[src/rtl/weight_pkg.sv]
// Shared defaults and FSM encoding for the weight fetch controller.
package weight_pkg;

  localparam int unsigned DEPTH_DEF  = 28;
  localparam int unsigned ADDR_W_DEF = 5;
  localparam int unsigned DATA_W_DEF = 16;

  typedef enum logic [1:0] {
    ST_IDLE   = 2'd0,
    ST_RUN    = 2'd1,
    ST_FINISH = 2'd2
  } state_e;

endpackage

[src/rtl/weight_skid_fifo.sv]
// Two-entry shift FIFO; the head always sits in entry 0 and empty slots read as zero.
module weight_skid_fifo
  import weight_pkg::*;
#(
  parameter int unsigned W = DATA_W_DEF + 1
) (
  input  logic         clk,
  input  logic         rst,
  input  logic         push,
  input  logic         pop,
  input  logic [W-1:0] din,
  output logic [W-1:0] dout,
  output logic [1:0]   occ
);

  logic [W-1:0] mem0_q;
  logic [W-1:0] mem1_q;
  logic [1:0]   occ_q;
  logic         do_push;
  logic         do_pop;

  // A pop on an empty buffer or a push into a full one without a pop is ignored.
  assign do_pop  = pop && (occ_q != 2'd0);
  assign do_push = push && ((occ_q != 2'd2) || do_pop);

  // Storage and occupancy update; simultaneous push and pop keeps occ unchanged.
  always_ff @(posedge clk) begin
    if (rst) begin
      mem0_q <= '0;
      mem1_q <= '0;
      occ_q  <= 2'd0;
    end else begin
      case ({do_push, do_pop})
        2'b10: begin
          if (occ_q == 2'd0) mem0_q <= din;
          else               mem1_q <= din;
          occ_q <= occ_q + 2'd1;
        end
        2'b01: begin
          mem0_q <= mem1_q;
          mem1_q <= '0;
          occ_q  <= occ_q - 2'd1;
        end
        2'b11: begin
          if (occ_q == 2'd2) begin
            mem0_q <= mem1_q;
            mem1_q <= din;
          end else begin
            mem0_q <= din;
          end
        end
        default: ;
      endcase
    end
  end

  assign dout = mem0_q;
  assign occ  = occ_q;

endmodule

[src/rtl/weight_fetch_ctrl.sv]
// Streams DEPTH weight words from a negedge-read BRAM to a ready/valid consumer.
module weight_fetch_ctrl
  import weight_pkg::*;
#(
  parameter int unsigned DEPTH  = DEPTH_DEF,
  parameter int unsigned ADDR_W = ADDR_W_DEF,
  parameter int unsigned DATA_W = DATA_W_DEF
) (
  input  logic              CLK,
  input  logic              RST,
  input  logic              START,
  output logic [ADDR_W-1:0] BRAM_ADDR,
  output logic              BRAM_EN,
  output logic              BRAM_WE,
  input  logic [DATA_W-1:0] BRAM_DO,
  output logic [DATA_W-1:0] W_DATA,
  output logic              W_VALID,
  input  logic              W_READY,
  output logic              W_LAST,
  output logic              BUSY,
  output logic              DONE
);

  localparam int unsigned CNT_W = ADDR_W + 1;

  state_e            state_q;
  state_e            state_d;
  logic [CNT_W-1:0]  issued_q;
  logic [ADDR_W-1:0] addr_q;
  logic              inflight_q;
  logic              busy_q;
  logic              done_q;
  logic              issue;
  logic              pop;
  logic              is_last;
  logic [1:0]        occ;
  logic [DATA_W:0]   head;

  assign pop     = W_VALID & W_READY;
  assign is_last = (issued_q == CNT_W'(DEPTH - 1));

  // State register; reset wins over any START in the same cycle.
  always_ff @(posedge CLK) begin
    if (RST) state_q <= ST_IDLE;
    else     state_q <= state_d;
  end

  // Next state and read issue; issue depends on this cycle's pop, so it is combinational.
  always_comb begin
    state_d = state_q;
    issue   = 1'b0;
    case (state_q)
      ST_IDLE: begin
        if (START) state_d = ST_RUN;
      end
      ST_RUN: begin
        issue = (issued_q < CNT_W'(DEPTH)) &&
                ((3'(occ) + 3'(inflight_q)) < (3'd2 + 3'(pop)));
        if (pop && W_LAST) state_d = ST_FINISH;
      end
      ST_FINISH: begin
        state_d = ST_IDLE;
      end
      default: begin
        state_d = ST_IDLE;
      end
    endcase
  end

  // Issue counter, held read address, in-flight flag and status outputs.
  always_ff @(posedge CLK) begin
    if (RST) begin
      issued_q   <= '0;
      addr_q     <= '0;
      inflight_q <= 1'b0;
      busy_q     <= 1'b0;
      done_q     <= 1'b0;
    end else begin
      inflight_q <= issue;
      busy_q     <= (state_d != ST_IDLE);
      done_q     <= (state_d == ST_FINISH);
      if (state_q == ST_IDLE && START) issued_q <= '0;
      else if (issue)                  issued_q <= issued_q + CNT_W'(1);
      if (issue) addr_q <= issued_q[ADDR_W-1:0];
    end
  end

  // BRAM data lands at the edge after the issue cycle, tagged with its last flag.
  weight_skid_fifo #(
    .W (DATA_W + 1)
  ) u_fifo (
    .clk  (CLK),
    .rst  (RST),
    .push (issue),
    .pop  (pop),
    .din  ({is_last, BRAM_DO}),
    .dout (head),
    .occ  (occ)
  );

  assign BRAM_EN   = issue;
  assign BRAM_ADDR = issue ? issued_q[ADDR_W-1:0] : addr_q;
  assign BRAM_WE   = 1'b0;
  assign W_VALID   = (occ != 2'd0);
  assign W_DATA    = head[DATA_W-1:0];
  assign W_LAST    = head[DATA_W];
  assign BUSY      = busy_q;
  assign DONE      = done_q;

endmodule

[config.mk]
export PLATFORM = sky130hd
export DESIGN_NAME = weight_fetch_ctrl
export DESIGN_NICKNAME = d
export VERILOG_FILES = /design/src/rtl/weight_pkg.sv /design/src/rtl/weight_skid_fifo.sv /design/src/rtl/weight_fetch_ctrl.sv
export SDC_FILE = /design/constraint.sdc
export NUM_CORES = 1
export LEC_CHECK = 0
export BUFFER_PORTS_ARGS = -buffer_cell sky130_fd_sc_hd__buf_2
export CORE_MARGIN = 5
export CORE_UTILIZATION = 45
export CTS_CLUSTER_DIAMETER = 60
export DETAILED_ROUTE_END_ITERATION = 6
export GPL_ROUTABILITY_DRIVEN = 0
export PLACE_DENSITY_LB_ADDON = 0.15
export SLEW_MARGIN = 40
export SYNTH_ARGS = -nofsm -noshare
export SYNTH_HDL_FRONTEND = slang
export SYNTH_SLANG_ARGS = --single-unit
[constraint.sdc]
create_clock -name CLK -period 3.08 [get_ports CLK]
set_clock_uncertainty 0.2 [all_clocks]
set_input_delay 0.462 -clock CLK [delete_from_list [all_inputs] [get_ports CLK]]
set_output_delay 0.462 -clock CLK [all_outputs]
set_load 0.1 [all_outputs]
* Yosys cells after proc, flatten, opt, wreduce, memory -nomap -nowiden *
Cells that the tools add are included.

word-level totals
  flip-flop bits (word level) = 52
  input bits = 20
  logic and storage cells = 55
  output and inout port bits = 27

cells by class
  eq/ne operators = 11
  reductions and logical operators = 15
  mux-type cells = 12
  $add $sub $neg = 5
  $lt $le $gt $ge = 2
  bitwise operators = 1

operators by type and width
  kind                   number
  $pmux W17 S3           2
  $mux W17               4
  $eq A2 B2 Y1 const B   4
  $pmux W2 S2            2
  $add A6 B1 Y6 const B  1
  $eq A6 B5 Y1 const B   1
  $lt A6 B5 Y1 const B   1
  $reduce_bool A2 Y1     3
  $logic_and A1 B1 Y1    5
  $mux W5                1
  $eq A2 B1 Y1 const B   2
  $logic_not A2 Y1       2
  $mux W2                2
  $ne A2 B1 Y1 const B   2
  $ne A2 B2 Y1 const B   2
  $add A2 B1 Y3          1
  $add A2 B1 Y3 const A  1
  $lt A3 B3 Y1           1
  $reduce_and A3 Y1      1
  $reduce_bool A3 Y1     1
  $add A2 B1 Y2 const B  1
  $reduce_and A2 Y1      1
  $reduce_or A2 Y1       1
  $sub A2 B1 Y2 const B  1
  3 further kinds        3

* Longest topological paths before layout *
  depth after elaboration = 10
  mapped depth = 9
  depth with buffers taken out = 8

* Cells and area by module *
From an unflattened synthesis, not the netlist that was laid out.

second synthesis, totals
  cell total of the unflattened synthesis = 284
  area total of the unflattened synthesis = 2,582.5 um^2

modules (own cells, without submodules)
  module             seq. area each (um^2)  area each (um^2)  times used  cells each
  weight_skid_fifo   720.7                  1,850.5           1           198
  weight_fetch_ctrl  320.3                  732.0             1           86

* Least setup slack after synthesis *
No wires, ideal clock.

  path kind = flip-flop to output port
  start point = reg u_fifo.occ_q[0] (netlist: u_fifo.occ[0])
  end point = out BRAM_ADDR[2]
  data arrival time = 2.038 ns
  required time = 2.418 ns
  stages on the path, launching flop included = 8
  path slack = 0.380 ns
  buffers on the path = 1
  path through = dfxtp_1 > ha_1 > ha_1 > nor4b_4 > and2_1 > buf_6 > nand2_8 > mux2_2

on the way
  longest elaborated chain between the ends = 7
  elaborated cells between the ends (all ways) = 8
  classes of those cells = add/sub: 2; order compare: 1; mux: 2; bitwise: 1; reduce/logical: 2

RTL lines
  what                     line                      source
  from (decl)              weight_skid_fifo.sv:18    logic [1:0] occ_q;
  from (signal assigned)   weight_skid_fifo.sv:37    occ_q <= occ_q + 2'd1;
  from (signal assigned)   weight_skid_fifo.sv:42    occ_q <= occ_q - 2'd1;
  $reduce_bool A2 Y1       weight_fetch_ctrl.sv:104  assign W_VALID = (occ != 2'd0);
  $and A1 B1 Y1            weight_fetch_ctrl.sv:39   assign pop = W_VALID & W_READY;
  $add A2 B1 Y3            weight_fetch_ctrl.sv:58   ((3'(occ) + 3'(inflight_q)) < (3'd2 + 3'(pop)));
  $lt A3 B3 Y1 (*)         weight_fetch_ctrl.sv:58
  $logic_and A1 B1 Y1 (*)  weight_fetch_ctrl.sv:57   issue = (issued_q < CNT_W'(DEPTH)) &&
  $mux W1 (*)              weight_fetch_ctrl.sv:52   case (state_q)
  $mux W5 (*)              n/a
  to (decl)                weight_fetch_ctrl.sv:12   output logic [ADDR_W-1:0] BRAM_ADDR,

Mark *: on every way between the ends. The rest lies on a longest branch, timed or not.

* Worst setup path after layout *
  start point = reg u_fifo.occ_q[0] (netlist: u_fifo.occ[0])
  end point = out BRAM_ADDR[0]

The elaborated chain is that of the path after synthesis.

==> run_results.csv <==
group,metric,value,unit
routing,vias_per_cell,5.23,
logic_synthesis,netlist_area,2410,µm²
clocking,cts_tree,"yes",
routing,drc,0,
cells_and_area,area_growth,19.7,%
sta,finalHoldViolations,0,
hold_path,min_path_type,"in -> reg",
sta,grt_setup_unrepaired,"false",
floorplan,rows,26,
sta,whs,0.191,ns
sta,min_period_over_period,96.2,%
routing,wl_met2,2380,µm
critical_path,r2r_start,"u_fifo.occ[0]",
hold_path,whs_path_depth,3,
cells_and_area,antenna_cells,0,
power,p_leak,1.17,nW
cells_and_area,fin_util,55.9,%
hold_path,hp-start,"BRAM_DO[9]",
grt,grt_pass1_wl,8990,µm
sta,slew_violations,0,
floorplan,coreArea,5170,µm²
logic_synthesis,syn_nets,279,
outcome,status,"finished, final reports clean",
routing,met1Wirelength,2520,µm
routing,routed.top_layer,"met4",
floorplan,io_pins,47,
logic_synthesis,yosysSeqAreaShare,43.1,%
critical_path,max_stage_delay,0.38,ns
job,cap_violations,0,
sta,slew_headroom,62.9,%
critical_path,setup.worst_path.start_class,"flip-flop",
routing,drtIter0Drc,49,
sta,fmax,337,MHz
logic_synthesis,synthDistinctLibCells,46,
clocking,path_clk_slew,0.10,ns
logic_synthesis,yosys.area.top_type,"dfxtp_1",
logic_synthesis,netlist_instances,256,
critical_path,crit_family,"simple AND/OR/NAND/NOR gates",
logic_synthesis,ys_ff_latch,52,
sta,period_minus_slack,2.96,ns
routing,first_pass_iters,4,
sta,setup_viol,0,
cells_and_area,drive_above_1_share,26.8,%
cells_and_area,fin_cells,372,
critical_path,path_common_cell,"ha_1",
critical_path,rrSetupSlack,0.36,ns
routing,wl_met3,231,µm
clocking,htreeDepth,2,
floorplan,initial_core_util,46.7,%
hold_path,min_delay_worst_endpoint,"u_fifo.mem1_q[9]",
sta,worst_pin_slew,0.557,ns
logic_synthesis,netlist.area_leader.share,43.1,%
routing,ant_nets,0,
cells_and_area,num-nets-final,324,
critical_path,rr_endpoint,"u_fifo.mem1_q[10]",
critical_path,slowest_stage,"dfxtp_1",
logic_synthesis,ys.warnings.count,0,
logic_synthesis,avgSynthCellArea,9.43,µm²
floorplan,chipWidth,83.3,µm
clocking,clockBufferDepth,2,
clocking,cts_buffers,5,
logic_synthesis,yosys-top-cells-area,"dfxtp_1, nand3b_1, mux2i_1",
grt,grt_overflow,0,
routing,wl_per_cell,14.0,µm
cells_and_area,stdcell_area,2890,µm²
power,pwr_density_cell,573,nW/µm²
power,peakVddDrop,0.307,mV
placed_design,dp_hpwl,3610,µm
grt,antenna_found_initial,0,
logic_synthesis,synth_edf_count,0,
floorplan,die_h,83.3,µm
routing,wl,5200,µm
critical_path,critPathMaxFanout,9,
critical_path,arrival,2.30,ns
clocking,cts_sinks,52,
clocking,hold_buffers,0,
placed_design,place_area,2760,µm²
clocking,clkLatencyLatePin,0.31,ns
critical_path,critPathKind,"reg -> out",
grt,grt_pass1_vias,1923,
sta,setup_tns,0,ns
grt,grt_max_degree,35,
logic_synthesis,synthArstFlopShare,0,%
critical_path,crit_required,2.42,ns
critical_path,critical_path.cell_chain,"ha_1, ha_1, nor4b_4, and2_4, nand2_8, mux2_4, buf_12",
floorplan,die_area,6930,µm²
logic_synthesis,synth-main-ff-cell,"dfxtp_1",
grt,grt_util_all_layers,15.5,%
placed_design,io_buffers,45,
critical_path,rr_worst_depth,9,
critical_path,worst_setup_path_end_kind,"primary output",
clocking,root_buffer,"clkbuf_8",
placed_design,dp.cells,362,
routing,dr_total_vias,1947,
critical_path,cp_num_buf_inv,1,
## metal layers
metal	track usage, %	vias to the layer above
met5	0	-
met4	4.90	0
met3	4.36	6
met2	24.9	36
met1	20.0	903
li1	-	1002
## synth_stat cells (4+ instances only)
| cell | count |
|---|---|
| mux2_4 | 4 |
| nor3_1 | 5 |
| buf_4 | 5 |
| a211oi_1 | 13 |
| nand3_1 | 17 |
| dfxtp_1 | 52 |
| inv_1 | 4 |
| nand2_1 | 27 |
| nor2_1 | 24 |
| mux2i_1 | 12 |
| clkbuf_1 | 5 |
| nor2b_1 | 4 |
| o21ai_0 | 18 |
| nand3b_1 | 17 |
## metrics by stage
stage                     setup slack [ns]  total power, mW
after detailed placement             0.381             1.20
after global placement               0.412             1.19
final                                0.117             1.66
after global routing               0.00538             1.73
after CTS                           0.0297             1.67
after floorplan                      0.380             1.11
## cell type report
class	instances	area [µm²]
clock buffers	6	72.6
clock inverters	2	38.8
fillers	483	2280
inverters	5	21.3
multi-input cells	184	1250
flip-flops and latches	52	1040
well taps	70	87.6
repair buffers	53	375
## worst max-delay path by stage
stage | slack [ns] | cells after the start | end | from
3_3_place_gp | 0.41 | 7 | BRAM_ADDR[0] | u_fifo.occ[0]
5_1_grt | 0.005 | 7 | BRAM_ADDR[2] | u_fifo.occ[0]
2_1_floorplan | 0.38 | 7 | BRAM_ADDR[2] | u_fifo.occ[0]
4_1_cts | 0.03 | 7 | BRAM_ADDR[0] | u_fifo.occ[0]
3_5_place_dp | 0.38 | 7 | BRAM_ADDR[0] | u_fifo.occ[0]
6_report | 0.12 | 7 | BRAM_ADDR[0] | u_fifo.occ[0]
## report_power, final
group / switching, mW / internal [mW]
registers: 0.0219 / 0.712
logic: 0.345 / 0.103
clock network: 0.229 / 0.246
## logic make-up after synthesis
kind of cell               Yosys count  share of synthesized area [%]
AOI/OAI and AO/OA                   50                           15.4
xor gates and xnor gates             3                           1.09
adders and majority gates            3                           1.55
buffers and inverters               20                           5.03
DFF                                 52                           43.1
muxes                               17                           7.93
other                                1                          0.155
and+or+nand+nor                    110                           25.7
## registers in the layout, summed over array words and instances (netlist names), 2 cells and up
| name | count |
|---|---|
| addr_q | 5 |
| issued_q | 6 |
| state_q | 2 |
| u_fifo.dout | 17 |
| u_fifo.mem1_q | 17 |
| u_fifo.occ | 2 |
## tightest hold or removal path, cell delays in order
cell	delay, ns
buf_2	0.10
nand2_1	0.04
o21ai_0	0.06
## placed cells by master, fill, tap and decap left out, types with 2 or more instances in the layout
cell type,instances
a211oi_1,13
a21oi_1,2
a31oi_1,2
a41oi_1,3
a41oi_2,3
and2_1,2
buf_12,6
buf_2,39
buf_4,8
clkbuf_8,5
dfxtp_1,52
ha_1,3
inv_1,4
mux2_4,4
mux2i_1,12
nand2_1,27
nand3_1,17
nand3b_1,17
nor2_1,24
nor2_2,2
nor2b_1,4
nor3_1,5
o21ai_0,18
o21ai_1,2
or3_1,2
xor2_1,2
## timing repair
| item | 4_1_cts | 5_1_grt |
|---|---|---|
| endpoints found under the setup margin | 0 | 5 |
| setup buffers | 0 | 2 |
| resized for setup | 0 | 2 |
(Power assumes the default switching activity.)
